### src/rtl/pipe_stall_ctrl.sv
`default_nettype none
// ============================================================================
//  Module      : pipe_stall_ctrl
//  Description : Pipeline stall bus driver merging ID load-use stalls with a
//                multi-cycle EX sequencer; saturating stall-cycle counter.
//  Revision    : 1.0  initial release
// ============================================================================
module pipe_stall_ctrl #(
   parameter int STALL_W = 6,
   parameter int LEN_W   = 6,
   parameter int CNT_W   = 32
) (
   input  logic               clk,
   input  logic               rst,
   input  logic               stallreq_id,
   input  logic               mc_start,
   input  logic [LEN_W-1:0]   mc_len,
   output logic [STALL_W-1:0] stall,
   output logic               mc_busy,
   output logic               mc_done,
   output logic [CNT_W-1:0]   stall_cnt
);

   typedef enum logic [1:0] {
      S_IDLE = 2'd0,
      S_BUSY = 2'd1,
      S_DONE = 2'd2
   } state_t;

   state_t           r_state;
   logic [LEN_W-1:0] r_count;
   logic [LEN_W-1:0] w_len_eff;
   logic             w_ex_hold;

   // A zero length is treated as a single-cycle op.
   assign w_len_eff = (mc_len == '0) ? LEN_W'(1) : mc_len;
   assign w_ex_hold = ((r_state == S_IDLE) && mc_start) || (r_state == S_BUSY);

   always_comb begin
      stall = '0;
      if (w_ex_hold) begin
         stall[3:0] = 4'b1111;
      end else if (stallreq_id) begin
         stall[2:0] = 3'b111;
      end
   end

   assign mc_busy = w_ex_hold;
   assign mc_done = (r_state == S_DONE);

   always_ff @(posedge clk) begin
      if (rst) begin
         r_state <= S_IDLE;
         r_count <= '0;
      end else begin
         case (r_state)
            S_IDLE: begin
               if (mc_start) begin
                  if (w_len_eff == LEN_W'(1)) begin
                     r_state <= S_DONE;
                  end else begin
                     r_count <= w_len_eff - LEN_W'(1);
                     r_state <= S_BUSY;
                  end
               end
            end
            S_BUSY: begin
               r_count <= r_count - LEN_W'(1);
               if (r_count == LEN_W'(1)) begin
                  r_state <= S_DONE;
               end
            end
            // mc_start is still driven by the departing op here, so never re-arm.
            S_DONE:  r_state <= S_IDLE;
            default: r_state <= S_IDLE;
         endcase
      end
   end

   always_ff @(posedge clk) begin
      if (rst) begin
         stall_cnt <= '0;
      end else if (stall[0] && (stall_cnt != {CNT_W{1'b1}})) begin
         stall_cnt <= stall_cnt + CNT_W'(1);
      end
   end

endmodule
`default_nettype wire

### config.mk
export PLATFORM = sky130hd
export DESIGN_NAME = pipe_stall_ctrl
export DESIGN_NICKNAME = d
export VERILOG_FILES = /design/src/rtl/pipe_stall_ctrl.sv
export SDC_FILE = /design/constraint.sdc
export NUM_CORES = 1
export LEC_CHECK = 0
export ABC_CLOCK_PERIOD_IN_PS = 6600
export BUFFER_PORTS_ARGS = -buffer_cell sky130_fd_sc_hd__buf_2
export CAP_MARGIN = 0
export CORE_UTILIZATION = 45
export CTS_CLUSTER_SIZE = 24
export DETAILED_ROUTE_END_ITERATION = 8
export GPL_ROUTABILITY_DRIVEN = 0
export PLACE_DENSITY = 0.68
export SKIP_CTS_REPAIR_TIMING = 1
export SYNTH_ARGS = -nofsm -noshare
export SYNTH_HDL_FRONTEND = slang
export SYNTH_SLANG_ARGS = --single-unit
export TNS_END_PERCENT = 30
### constraint.sdc
create_clock -name clk -period 6.6 [get_ports clk]
set_clock_uncertainty 0.1 [all_clocks]
set_input_delay 0.66 -clock clk [delete_from_list [all_inputs] [get_ports clk]]
set_output_delay 0.66 -clock clk [all_outputs]
set_load 0.01 [all_outputs]
==> parameters.txt <==
Parameter                              Value

Final layout
  Area growth from synthesis to layout    13.9%
  Non-filler cells, final    just under 400
  Share of cells above drive strength 1    0.184
  End-of-flow core utilization    0.540
  Antenna diode instance count    0
  Number of nets in the layout    334
  Most frequent standard cell in the layout excluding fill and tap cells    sky130_fd_sc_hd__buf_2
  Highest-count cells in the layout ignoring fill and taps    47 x sky130_fd_sc_hd__buf_2, 40 x sky130_fd_sc_hd__dfxtp_1, 30 x sky130_fd_sc_hd__a21oi_1

Global routing
  Total global routing track utilization    0.203
  Total overflow reported by the global router    0
  Vias in the first global route    approximately 1,900
  Number of antenna violations at the first check in global routing    0
  Largest net degree at the start of global routing    44
  First-pass GRT wire length    between 8000 and 9000 um

Worst setup path
  Setup crit start kind    flip-flop
  Worst Reg2Reg Path Length in Cells    6
  Delay contributed by the slowest stage of the critical path    0.87 ns
  Worst Setup EP    stall_cnt[10]$_SDFFE_PP0P_
  Endpoint of the worst-slack reg-to-reg timing path    stall_cnt[10]$_SDFFE_PP0P_
  Kind of critical path    reg -> reg
  Worst-case register-to-register setup slack    3.75 ns
  Biggest fanout along the worst timing path    29
  Source of the critical timing path    stall_cnt[0]$_SDFFE_PP0P_
  Worst R2R Start    stall_cnt[0]$_SDFFE_PP0P_
  Required arrival time at the worst endpoint    6.66 ns
  Sort of element at the end of the critical path    flip-flop
  Chain of cells forming the critical path    ha_1 > nand4_1 > or4_1 > o31ai_4 > or4b_2 > a21oi_1
  Critical-path cell with the highest stage delay    sky130_fd_sc_hd__o31ai_4
  Arrival time reported for the critical path endpoint    2.90 ns

Drt
  Per-cell routed wire length    13.4 um
  Antenna Nets Post-Route    0
  Number of detailed-routing iterations run before antenna repair    4
  Post-Route WL    5200 um
  Vias per Instance    5.69
  Detailed router's first-iteration violation count    131
  Overall via count from detail_route    2,202
  DRC viols    0

Timing
  Final worst-path setup slack    3.75 ns
  Slew of the pin with the lowest slew margin    1.01 ns
  Minimum clock period after layout    approximately 2.8 ns
  Final number of hold-violating endpoints    0
  Final TNS setup    0 ns
  Worst-case headroom to the max-slew limit    0.327
  Final cycle utilization of the critical path    0.432
  Highest Clock Rate    ~350 MHz
  Setup violations, final    0
  Final Max Slew Viols    0
  Setup repair after global routing missed its margin    false

Floorplan
  Num rows    25
  Effective utilization at floorplan    0.475
  Core Box Area    ~4800 sq um
  Die X    approximately 73 um
  Floorplan die height    73.0 um
  Number of top-level pins    50
  Floorplan die area    about 5300 sq um

Logic synthesis
  Syn Area/Cell    8.00 sq um
  Async set-reset flop share out of synthesis    0
  Synth Flop Type    sky130_fd_sc_hd__dfxtp_1
  Flip-flop and latch count after synthesis    40
  Number of flops mapped to enable cells by yosys    0
  Sequential cell area fraction in the yosys report    0.353
  Count of unique library cells instantiated by Yosys    49
  Number of synthesis warnings    0
  Netlist area before placement    2270 sq um
  Number of instances in the synthesized netlist    284

Placed design
  IO Port Bufs    47
  Placement-stage worst setup slack    3.59 ns
  Cells after DPL    379
  HPWL Detailed    3640 um

Clock tree
  Clock sink count    40
  Clock latency of the later-clocked register in the worst-skew pair    roughly 0.30 ns
  CTS Root Cell    sky130_fd_sc_hd__clkbuf_8
  Maximum clock path buffer count    2
  TritonCTS clock tree    yes
  Clock-pin transition on the worst setup and hold timing paths    0.08 ns
  Total CTS buffers    5
  H-Tree Level Count    2

Flow run
  Maxcap violations    0

Power
  Worst voltage drop across the vdd grid    about 130 uV
  Power density over cell area    200 nW/um^2
  Reported leakage power    0.951 nW

Status
  Status    finished, final reports clean

Worst hold path
  Worst Hold Class    reg -> reg
## metal layers
layer,up-vias,share of wire,GRT usage
met1,1024,0.49,0.261
met4,0,0.013,0.0893
met3,6,0.040,0.0401
met5,-,0,0
met2,43,0.46,0.327
li1,1129,-,-
## cell usage after synthesis, types with 2 or more instances
| cell type | instances | area, sq um |
|---|---|---|
| sky130_fd_sc_hd__a21oi_1 | 30 | 150 |
| sky130_fd_sc_hd__o21ai_0 | 12 | 60.1 |
| sky130_fd_sc_hd__and3_1 | 3 | 18.8 |
| sky130_fd_sc_hd__nor3_1 | 7 | 35.0 |
| sky130_fd_sc_hd__nor2_1 | 15 | 56.3 |
| sky130_fd_sc_hd__nor2b_1 | 7 | 43.8 |
| sky130_fd_sc_hd__dfxtp_1 | 40 | 801 |
| sky130_fd_sc_hd__nor4_1 | 4 | 25.0 |
| sky130_fd_sc_hd__nand4b_1 | 2 | 17.5 |
| sky130_fd_sc_hd__o21ai_1 | 5 | 25.0 |
| sky130_fd_sc_hd__o21bai_1 | 2 | 15.0 |
| sky130_fd_sc_hd__xnor2_1 | 3 | 26.3 |
| sky130_fd_sc_hd__nand2_1 | 20 | 75.1 |
| sky130_fd_sc_hd__nand3_1 | 17 | 85.1 |
| sky130_fd_sc_hd__or3_1 | 8 | 50.1 |
| sky130_fd_sc_hd__a211oi_1 | 3 | 22.5 |
| sky130_fd_sc_hd__clkbuf_1 | 10 | 37.5 |
| sky130_fd_sc_hd__and4_1 | 4 | 35.0 |
| sky130_fd_sc_hd__o31ai_1 | 16 | 120 |
| sky130_fd_sc_hd__nand4_1 | 7 | 43.8 |
| sky130_fd_sc_hd__or4_1 | 19 | 143 |
| sky130_fd_sc_hd__buf_4 | 5 | 37.5 |
| sky130_fd_sc_hd__inv_1 | 11 | 41.3 |
| sky130_fd_sc_hd__ha_1 | 5 | 62.6 |
| sky130_fd_sc_hd__nand2b_1 | 2 | 12.5 |
| sky130_fd_sc_hd__buf_2 | 2 | 10.0 |
| sky130_fd_sc_hd__xor2_1 | 3 | 26.3 |
## kinds of logic after synthesis
family,after synthesis,share of synthesized area
buffers and inverters,31,0.0689
adders and majority gates,5,0.0275
and+or+nand+nor,122,0.307
DFF,40,0.353
other,1,0.00165
muxes,2,0.00937
xor gates and xnor gates,6,0.0231
AOI/OAI and AO/OA,77,0.210
## area by class of cell
class | instances | area (sq um)
multi-input cells | 214 | 1320
flip-flops and latches | 40 | 801
fillers | 465 | 2200
clock buffers | 6 | 72.6
well taps | 67 | 83.8
repair buffers | 47 | 235
inverters | 11 | 41.3
clock inverters | 2 | 35.0
## critical path, delay by kind of cell (launching register included)
kind | cells | cell delay, ns
AO/OA/AOI/OAI | 2 | 0.93
adder cells (fa/ha/maj) | 1 | 0.29
flip-flops | 1 | 0.42
AND/OR/NAND/NOR | 3 | 0.95
## flip-flops by register name, indices dropped and copies added, names as in the netlist
| name | count |
|---|---|
| stall_cnt | 32 |
| r_state | 2 |
| r_count | 6 |
## per-stage QoR
step / hold slack [ns] / total power [mW] / cell area (sq um)
finish: 0.407 / 0.517 / 2590
global route: 0.442 / 0.541 / 2590
CTS: 0.412 / 0.524 / 2590
detailed placement: 0.398 / 0.323 / 2480
global placement: 0.390 / 0.323 / 2480
floorplan: 0.379 / 0.310 / 2270
## worst min path at each step
stage / startpoint / endpoint / slack (ns) / cells after the start
floorplan: r_count[5]$_SDFFE_PP0P_ / r_count[5]$_SDFFE_PP0P_ / 0.38 / 2
global route: stall_cnt[11]$_SDFFE_PP0P_ / stall_cnt[11]$_SDFFE_PP0P_ / 0.44 / 2
CTS: stall_cnt[27]$_SDFFE_PP0P_ / stall_cnt[27]$_SDFFE_PP0P_ / 0.41 / 2
global placement: stall_cnt[31]$_SDFFE_PP0P_ / stall_cnt[31]$_SDFFE_PP0P_ / 0.39 / 2
detailed placement: stall_cnt[12]$_SDFFE_PP0P_ / stall_cnt[12]$_SDFFE_PP0P_ / 0.40 / 2
finish: stall_cnt[12]$_SDFFE_PP0P_ / stall_cnt[12]$_SDFFE_PP0P_ / 0.41 / 2
## where the power goes
group	total [mW]	leakage (nW)	switching, mW	internal [mW]
Combinational	0.0614	0.572	0.0388	0.0226
Clock	0.198	0.0552	0.0862	0.112
Sequential	0.257	0.324	0.00831	0.249
No activity file was read; power rests on OpenSTA's default activity.
